File: src/rtl/sram_rw_arbiter_if.sv
// Client- and SRAM-facing bus of the buffer SRAM arbiter.
// The slave modport is the arbiter's view; master is the view of the
// requesters and the SRAM macro taken together.
interface sram_rw_arbiter_if #(
  parameter int ADDR_W  = 12,
  parameter int WDATA_W = 160,
  parameter int RDATA_W = 192
);
  // write requester (loader)
  logic               wr_valid;
  logic               wr_ready;
  logic [ADDR_W-1:0]  wr_addr;
  logic [WDATA_W-1:0] wr_data;

  // read requester 0 (compute-array fetch)
  logic               rd0_valid;
  logic               rd0_ready;
  logic [ADDR_W-1:0]  rd0_addr;
  logic               rd0_resp_valid;
  logic [RDATA_W-1:0] rd0_resp_data;

  // read requester 1 (result unload)
  logic               rd1_valid;
  logic               rd1_ready;
  logic [ADDR_W-1:0]  rd1_addr;
  logic               rd1_resp_valid;
  logic [RDATA_W-1:0] rd1_resp_data;

  // SRAM macro pins
  logic               sram_wsbn;
  logic [ADDR_W-1:0]  sram_waddr;
  logic [WDATA_W-1:0] sram_wdata;
  logic               sram_csbn;
  logic [ADDR_W-1:0]  sram_raddr;
  logic [RDATA_W-1:0] sram_rdata;

  modport slave (
    input  wr_valid, wr_addr, wr_data,
    input  rd0_valid, rd0_addr,
    input  rd1_valid, rd1_addr,
    input  sram_rdata,
    output wr_ready,
    output rd0_ready, rd0_resp_valid, rd0_resp_data,
    output rd1_ready, rd1_resp_valid, rd1_resp_data,
    output sram_wsbn, sram_waddr, sram_wdata,
    output sram_csbn, sram_raddr
  );

  modport master (
    output wr_valid, wr_addr, wr_data,
    output rd0_valid, rd0_addr,
    output rd1_valid, rd1_addr,
    output sram_rdata,
    input  wr_ready,
    input  rd0_ready, rd0_resp_valid, rd0_resp_data,
    input  rd1_ready, rd1_resp_valid, rd1_resp_data,
    input  sram_wsbn, sram_waddr, sram_wdata,
    input  sram_csbn, sram_raddr
  );
endinterface

File: src/rtl/sram_rw_arbiter.sv
// sram_rw_arbiter: one write port and two round-robin read ports in front of
// the 4096 x 192 buffer SRAM. One write and one read per cycle, read data
// returned one cycle after the grant with a per-reader strobe.
// Optional feature macro: SRAM_ARB_RAW_BYPASS_EN -- when defined, a read that
// hits the address being written in the same cycle is granted and answered
// from a forwarding register; when undefined such a read is stalled a cycle.
module sram_rw_arbiter #(
  parameter int ADDR_W  = 12,
  parameter int WDATA_W = 160,
  parameter int RDATA_W = 192
) (
  input  logic             clk,
  input  logic             rst,
  sram_rw_arbiter_if.slave bus
);

  localparam int PAD_W = RDATA_W - WDATA_W;
  localparam int NRD   = 2;

  // per-reader views of the request/response signals
  logic [NRD-1:0]     rd_valid;
  logic [ADDR_W-1:0]  rd_addr [NRD];
  logic [NRD-1:0]     rd_ready;
  logic [NRD-1:0]     rd_resp_valid;
  logic [RDATA_W-1:0] rd_resp_data;

  // write accept and read arbitration
  logic               wr_acc;
  logic               cand_valid;
  logic               cand_id;
  logic [ADDR_W-1:0]  cand_addr;
  logic               raw_hazard;
  logic               rd_grant;

  // state
  logic               rr_last_q, rr_last_d;
  logic               resp_v_q, resp_v_d;
  logic               resp_id_q, resp_id_d;
  logic [ADDR_W-1:0]  waddr_q, waddr_d;
  logic [WDATA_W-1:0] wdata_q, wdata_d;
  logic [ADDR_W-1:0]  raddr_q, raddr_d;

  assign rd_valid   = {bus.rd1_valid, bus.rd0_valid};
  assign rd_addr[0] = bus.rd0_addr;
  assign rd_addr[1] = bus.rd1_addr;

  // The write side never stalls: every valid write outside reset is taken.
  assign wr_acc = bus.wr_valid && !rst;

  // Pick the read candidate: a lone requester wins, otherwise whoever did not win last.
  always_comb begin
    cand_id = 1'b0;
    case (rd_valid)
      2'b01:   cand_id = 1'b0;
      2'b10:   cand_id = 1'b1;
      2'b11:   cand_id = ~rr_last_q;
      default: cand_id = 1'b0;
    endcase
    cand_valid = (|rd_valid) && !rst;
    cand_addr  = rd_addr[cand_id];
  end

  // A read colliding with this cycle's write would see the old word in the SRAM.
  always_comb begin
    raw_hazard = wr_acc && cand_valid && (cand_addr == bus.wr_addr);
`ifdef SRAM_ARB_RAW_BYPASS_EN
    rd_grant   = cand_valid;
`else
    // Stall the whole read slot; the loser is not promoted in its place.
    rd_grant   = cand_valid && !raw_hazard;
`endif
  end

  genvar gi;
  generate
    for (gi = 0; gi < NRD; gi++) begin : g_rd
      assign rd_ready[gi]      = rd_grant && (cand_id == 1'(gi));
      assign rd_resp_valid[gi] = resp_v_q && (resp_id_q == 1'(gi));
    end
  endgenerate

  // SRAM pin values; addresses and data hold their last value when not used.
  always_comb begin
    waddr_d = waddr_q;
    wdata_d = wdata_q;
    raddr_d = raddr_q;
    if (rst) begin
      waddr_d = '0;
      wdata_d = '0;
      raddr_d = '0;
    end else begin
      if (wr_acc) begin
        waddr_d = bus.wr_addr;
        wdata_d = bus.wr_data;
      end
      if (rd_grant) begin
        raddr_d = cand_addr;
      end
    end
  end

  // Next state for the round-robin pointer and the response tag.
  always_comb begin
    rr_last_d = rr_last_q;
    if (rd_grant) begin
      rr_last_d = cand_id;
    end
    resp_v_d  = rd_grant;
    resp_id_d = rd_grant ? cand_id : resp_id_q;
  end

  // Arbiter and response-pipeline registers.
  always_ff @(posedge clk) begin
    if (rst) begin
      rr_last_q <= 1'b1;
      resp_v_q  <= 1'b0;
      resp_id_q <= 1'b0;
      waddr_q   <= '0;
      wdata_q   <= '0;
      raddr_q   <= '0;
    end else begin
      rr_last_q <= rr_last_d;
      resp_v_q  <= resp_v_d;
      resp_id_q <= resp_id_d;
      waddr_q   <= waddr_d;
      wdata_q   <= wdata_d;
      raddr_q   <= raddr_d;
    end
  end

`ifdef SRAM_ARB_RAW_BYPASS_EN
  logic               resp_byp_q, resp_byp_d;
  logic [RDATA_W-1:0] byp_data_q, byp_data_d;

  // Capture the word being written when a colliding read is granted.
  always_comb begin
    resp_byp_d = rd_grant && raw_hazard;
    byp_data_d = byp_data_q;
    if (resp_byp_d) begin
      byp_data_d = {{PAD_W{1'b0}}, bus.wr_data};
    end
  end

  // Forwarding registers.
  always_ff @(posedge clk) begin
    if (rst) begin
      resp_byp_q <= 1'b0;
      byp_data_q <= '0;
    end else begin
      resp_byp_q <= resp_byp_d;
      byp_data_q <= byp_data_d;
    end
  end

  assign rd_resp_data = resp_byp_q ? byp_data_q : bus.sram_rdata;
`else
  assign rd_resp_data = bus.sram_rdata;
`endif

  // Outputs. A write cycle must also pull csbn low for the macro to write.
  assign bus.wr_ready       = !rst;
  assign bus.rd0_ready      = rd_ready[0];
  assign bus.rd1_ready      = rd_ready[1];
  assign bus.rd0_resp_valid = rd_resp_valid[0];
  assign bus.rd1_resp_valid = rd_resp_valid[1];
  assign bus.rd0_resp_data  = rd_resp_data;
  assign bus.rd1_resp_data  = rd_resp_data;
  assign bus.sram_wsbn      = !wr_acc;
  assign bus.sram_csbn      = !(wr_acc || rd_grant);
  assign bus.sram_waddr     = waddr_d;
  assign bus.sram_wdata     = wdata_d;
  assign bus.sram_raddr     = raddr_d;

endmodule

File: src/flat_wrapper.sv
// flat-port wrapper written by rule: the top's interface ports become plain ports
module sram_rw_arbiter_flat 
#(
  parameter int ADDR_W  = 12,
  parameter int WDATA_W = 160,
  parameter int RDATA_W = 192
)
  (clk, rst, bus_wr_valid, bus_wr_addr, bus_wr_data, bus_rd0_valid, bus_rd0_addr, bus_rd1_valid, bus_rd1_addr, bus_sram_rdata, bus_wr_ready, bus_rd0_ready, bus_rd0_resp_valid, bus_rd0_resp_data, bus_rd1_ready, bus_rd1_resp_valid, bus_rd1_resp_data, bus_sram_wsbn, bus_sram_waddr, bus_sram_wdata, bus_sram_csbn, bus_sram_raddr);
  sram_rw_arbiter_if #(.ADDR_W(ADDR_W), .WDATA_W(WDATA_W), .RDATA_W(RDATA_W)) bus_i ();
  input  logic clk;
  input  logic rst;
  input wire logic [$bits(bus_i.wr_valid)-1:0] bus_wr_valid;
  input wire logic [$bits(bus_i.wr_addr)-1:0] bus_wr_addr;
  input wire logic [$bits(bus_i.wr_data)-1:0] bus_wr_data;
  input wire logic [$bits(bus_i.rd0_valid)-1:0] bus_rd0_valid;
  input wire logic [$bits(bus_i.rd0_addr)-1:0] bus_rd0_addr;
  input wire logic [$bits(bus_i.rd1_valid)-1:0] bus_rd1_valid;
  input wire logic [$bits(bus_i.rd1_addr)-1:0] bus_rd1_addr;
  input wire logic [$bits(bus_i.sram_rdata)-1:0] bus_sram_rdata;
  output wire logic [$bits(bus_i.wr_ready)-1:0] bus_wr_ready;
  output wire logic [$bits(bus_i.rd0_ready)-1:0] bus_rd0_ready;
  output wire logic [$bits(bus_i.rd0_resp_valid)-1:0] bus_rd0_resp_valid;
  output wire logic [$bits(bus_i.rd0_resp_data)-1:0] bus_rd0_resp_data;
  output wire logic [$bits(bus_i.rd1_ready)-1:0] bus_rd1_ready;
  output wire logic [$bits(bus_i.rd1_resp_valid)-1:0] bus_rd1_resp_valid;
  output wire logic [$bits(bus_i.rd1_resp_data)-1:0] bus_rd1_resp_data;
  output wire logic [$bits(bus_i.sram_wsbn)-1:0] bus_sram_wsbn;
  output wire logic [$bits(bus_i.sram_waddr)-1:0] bus_sram_waddr;
  output wire logic [$bits(bus_i.sram_wdata)-1:0] bus_sram_wdata;
  output wire logic [$bits(bus_i.sram_csbn)-1:0] bus_sram_csbn;
  output wire logic [$bits(bus_i.sram_raddr)-1:0] bus_sram_raddr;
  assign bus_i.wr_valid = bus_wr_valid;
  assign bus_i.wr_addr = bus_wr_addr;
  assign bus_i.wr_data = bus_wr_data;
  assign bus_i.rd0_valid = bus_rd0_valid;
  assign bus_i.rd0_addr = bus_rd0_addr;
  assign bus_i.rd1_valid = bus_rd1_valid;
  assign bus_i.rd1_addr = bus_rd1_addr;
  assign bus_i.sram_rdata = bus_sram_rdata;
  assign bus_wr_ready = bus_i.wr_ready;
  assign bus_rd0_ready = bus_i.rd0_ready;
  assign bus_rd0_resp_valid = bus_i.rd0_resp_valid;
  assign bus_rd0_resp_data = bus_i.rd0_resp_data;
  assign bus_rd1_ready = bus_i.rd1_ready;
  assign bus_rd1_resp_valid = bus_i.rd1_resp_valid;
  assign bus_rd1_resp_data = bus_i.rd1_resp_data;
  assign bus_sram_wsbn = bus_i.sram_wsbn;
  assign bus_sram_waddr = bus_i.sram_waddr;
  assign bus_sram_wdata = bus_i.sram_wdata;
  assign bus_sram_csbn = bus_i.sram_csbn;
  assign bus_sram_raddr = bus_i.sram_raddr;
  sram_rw_arbiter #(.ADDR_W(ADDR_W), .WDATA_W(WDATA_W), .RDATA_W(RDATA_W)) u_core (.clk(clk), .rst(rst), .bus(bus_i));
endmodule
File: config.mk
export PLATFORM = sky130hd
export DESIGN_NAME = sram_rw_arbiter_flat
export DESIGN_NICKNAME = d
export VERILOG_FILES = /design/src/rtl/sram_rw_arbiter_if.sv /design/src/rtl/sram_rw_arbiter.sv /design/src/flat_wrapper.sv
export SDC_FILE = /design/constraint.sdc
export NUM_CORES = 1
export LEC_CHECK = 0
export ABC_AREA = 1
export BUFFER_PORTS_ARGS = -buffer_cell sky130_fd_sc_hd__buf_4
export CAP_MARGIN = 30
export CORE_AREA = 8 8 375 377
export CTS_BUF_LIST = sky130_fd_sc_hd__clkbuf_4
export CTS_CLUSTER_SIZE = 10
export DETAILED_ROUTE_END_ITERATION = 12
export DIE_AREA = 0 0 383 385
export GPL_TIMING_DRIVEN = 1
export PLACE_DENSITY_LB_ADDON = 0.2
export RECOVER_POWER = 25
export SLEW_MARGIN = 20
export SYNTH_ARGS = -nofsm -noshare
export SYNTH_HDL_FRONTEND = slang
export SYNTH_SLANG_ARGS = --single-unit
File: constraint.sdc
create_clock -name clk -period 1.9 [get_ports clk]
set_input_delay 0.285 -clock clk [delete_from_list [all_inputs] [get_ports clk]]
set_output_delay 0.285 -clock clk [all_outputs]
set_load 0.05 [all_outputs]
==> results.tsv <==
stage	metric	value	unit
cells_and_area	nFillCells	15300	
synthesis	synth_top_family_by_area	buffers and inverters	
clocking	clk_latency	0.84	ns
clocking	htreeDepth	4	
setup_path	rr_endpoint	u_core.raddr_q[0]$_SDFF_PP0_	
route	wl	58.6	mm
timing	hold_viol	6	
die	die_area	147000	um2
die	num_rows	135	
clocking	cts.sink_count	187	
synthesis	synth_area_leaders	dfxtp_1 35%, buf_4 27%, nor2_1 18%	
setup_path	end_kind	output port	
timing	holdWs	-0.0822	ns
timing	fin_crit	3.08	ns
grt	track_usage	7.81	%
status	status	finished, violations left	
cells_and_area	fin_area	22100	um2
worst_hold_path	hold_depth	6	
die	start_util	7.90	%
place	placed_cell_area	15900	um2
cells_and_area	area_growth	108	%
clocking	root_buffer	clkbuf_4	
synthesis	synth-compound-area-share	9.22	%
synthesis	yosysTopAreaCellShare	35.2	%
cells_and_area	stdcell_count	3922	
synthesis	ys_seq_area_share	35.2	%
route	drtPass1Iterations	4	
grt	antenna_found_initial	6	
synthesis	syn_area_per_cell	6.96	um2
setup_path	required	1.62	ns
setup_path	cpPeakStageDelay	0.41	ns
synthesis	synthAdderAreaFrac	0	%
timing	finalCritPeriodShare	162	%
synthesis	synth_nets	1921	
setup_path	path_class	flop to output port	
setup_path	r2r_slack	-0.14	ns
timing	relSlewSlack	56.4	%
setup_path	cp-start-kind	flop	
timing	setup_violations	31	
place	place_inst	3517	
timing	rsz0062_at_grt	yes	
setup_path	cp.arrival	2.79	ns
place	globalplace.congestion	0.714	
die	die_x	383	um
place	portBuffers	391	
cells_and_area	nNetsFinal	2508	
timing	skew	0.00965	ns
route	vias	11400	
worst_hold_path	holdPathEnd	u_core.raddr_q[4]$_SDFF_PP0_	
synthesis	synth-xor-area-share	0	%
synthesis	yosys.area_share.simple	24.2	%
grt	grt_overflow_total	0	
cells_and_area	multiInputGateArea	5900	um2
place	place.detailed.hpwl	44.7	mm
route	wire_per_inst	14.9	um
timing	max_freq	325	MHz
grt	grt_pass1_wl	83.6	mm
synthesis	yosysTopAreaCell	dfxtp_1	
clocking	cts_buffers	17	
setup_path	r2r-start	u_core.rr_last_q$_SDFFE_PP1N_	
route	drc	0	
route	dr.first_iter.drc_count	256	
timing	setup_ws	-1.18	ns
setup_path	cp_max_fo	8	
pwr	irDropWorstVdd	0.452	mV
synthesis	yosysWarningCount	0	
cells_and_area	drive_above_1_share	61.2	%
die	core	135000	um2
pwr	power_per_cell_area	541	nW/um2
synthesis	netlist_area	10600	um2
status	violations	negative hold slack, negative setup slack	
grt	first_global_vias	12200	
setup_path	r2r_cells	16	
timing	slew_violations	0	
route	antenna_left	0	
flow_run	cap_viol_max_count	0	
die	die_height	385	um
synthesis	synthMuxAreaShare	0	%
synthesis	synth_cell_types	18	
setup_path	crit_slowest_cell	dfxtp_4	
grt	grt_max_degree	41	
worst_hold_path	hold_class	primary input to flop	
worst_hold_path	hp-start	bus_rd0_addr[4]	
clocking	clk_pin_slew	0.20	ns
cells_and_area	seqCellArea	3950	um2
clocking	cts_hold_buf	329	
synthesis	ys_ff_latch	187	
pwr	p_leak	9.42	nW
die	pin_count	968	
route	avgViaCountPerCell	2.90	
clocking	cts_tree	yes	
setup_path	path_cells	nand2_8 -> clkbuf_16 -> nand3b_1 -> nand3_1 -> nand2_1 -> nor2_1 -> nand2_1 -> nor2_2 -> nand2_2 -> nand2_8 -> buf_16 -> nor2_4 -> nor2_4 -> buf_8	
timing	tightest_slew	0.654	ns
clocking	clockBufferDepth	2	
synthesis	syn_inst	1528	
==> logic make-up (layout without fill, tap and decap cells) <==
logic type | count (synthesis) | count (layout)
AND/OR/NAND/NOR | 652 | 654
AO/OA/AOI/OAI | 196 | 196
other | 0 | 13
buffers and inverters | 493 | 1091
flip-flops | 187 | 187
==> worst max-delay path by stage <==
| stage | from | end | slack (ns) | cells past startpoint |
|---|---|---|---|---|
| after floorplan | u_core.rr_last_q$_SDFFE_PP1N_ | bus_sram_raddr[10] | -0.24 | 14 |
| after global placement | bus_rd0_valid | bus_sram_raddr[1] | -0.44 | 17 |
| after detailed placement | bus_rd0_valid | bus_sram_raddr[6] | -0.42 | 17 |
| after CTS | u_core.rr_last_q$_SDFFE_PP1N_ | bus_sram_raddr[1] | -1.46 | 15 |
| after global routing | u_core.rr_last_q$_SDFFE_PP1N_ | bus_sram_raddr[4] | -1.56 | 15 |
| final | u_core.rr_last_q$_SDFFE_PP1N_ | bus_sram_raddr[1] | -1.18 | 14 |
==> cells in the mapped netlist <==
library cell,n
nand2_2,4
nor2_2,15
nor2_1,516
inv_2,3
buf_8,3
dfxtp_1,187
buf_1,1
clkbuf_1,56
a21oi_1,24
nand2_8,1
nand3_1,32
buf_2,2
buf_4,387
o21ai_0,172
nand3b_1,2
nand2_1,80
nand2_4,2
inv_1,41
==> through the flow <==
stage          util (%)  total power [W]  setup TNS (ns)  worst slack, ns
2_1_floorplan         -          0.00856           -1.53           -0.244
3_3_place_gp       11.8          0.00811           -7.02           -0.445
3_5_place_dp       11.8          0.00810           -6.14           -0.417
4_1_cts            15.9           0.0123          -63.97            -1.46
5_1_grt            16.4           0.0129          -67.23            -1.56
6_report           16.4           0.0120          -17.48            -1.18
==> what timing repair did <==
item                                    4_1_cts  5_1_grt
endpoints found under the setup margin      193      203
pin swaps                                    55       79
resized for setup                           684      144
gates cloned                                  1        3
buffers inserted                             16       12
hold endpoints to repair                    187       12
==> critical path, delay by kind of cell, from the launching register on <==
kind,cells,cell delay [ns]
simple gates,11,1.01
buf+inv,3,0.49
flops,1,0.41
==> per-layer routing <==
layer  wire length, um  GRT usage, %
met3              7880          5.40
met4              2220          3.43
met5                57         0.496
met1             21500          7.94
met2             27000          12.3
==> sequential cells by signal, indices dropped and copies added, names as in the netlist <==
signal and flops:
u_core.raddr_q 12, u_core.resp_id_q 1, u_core.resp_v_q 1, u_core.rr_last_q 1
u_core.waddr_q 12, u_core.wdata_q 160
==> layout make-up <==
cell class                      instances  share of cell area, %
Clock inverter                         14                  0.689
Antenna cell                           13                  0.147
Tap cell                             1781                   10.1
Clock buffer                           18                  0.610
Timing Repair Buffer                 1015                   43.2
Sequential cell                       187                   17.8
Multi-Input combinational cell        850                   26.6
Inverter                               44                  0.814
==> layout by cell type, fill, tap and decap left out, types with 6 or more instances in the layout <==
cell type,n
buf_4,476
nor2_1,340
dlygate4sd3_1,328
buf_6,168
dfxtp_2,161
nor2_4,97
o21ai_2,96
nor2_2,94
o21ai_4,75
nand2_1,57
inv_1,37
buf_12,30
nand3_1,24
dfxtp_1,24
nand2_2,23
clkbuf_4,18
diode_2,13
a21oi_2,12
a21oi_1,12
buf_8,11
nand3_2,7
inv_6,6
nand2_4,6
==> power by group <==
group	internal, W	switching, W
clock	0.000617	0.00202
sequential	0.00425	0.000151
combinational	0.00231	0.00264
Power figures use the tool's default switching activity.
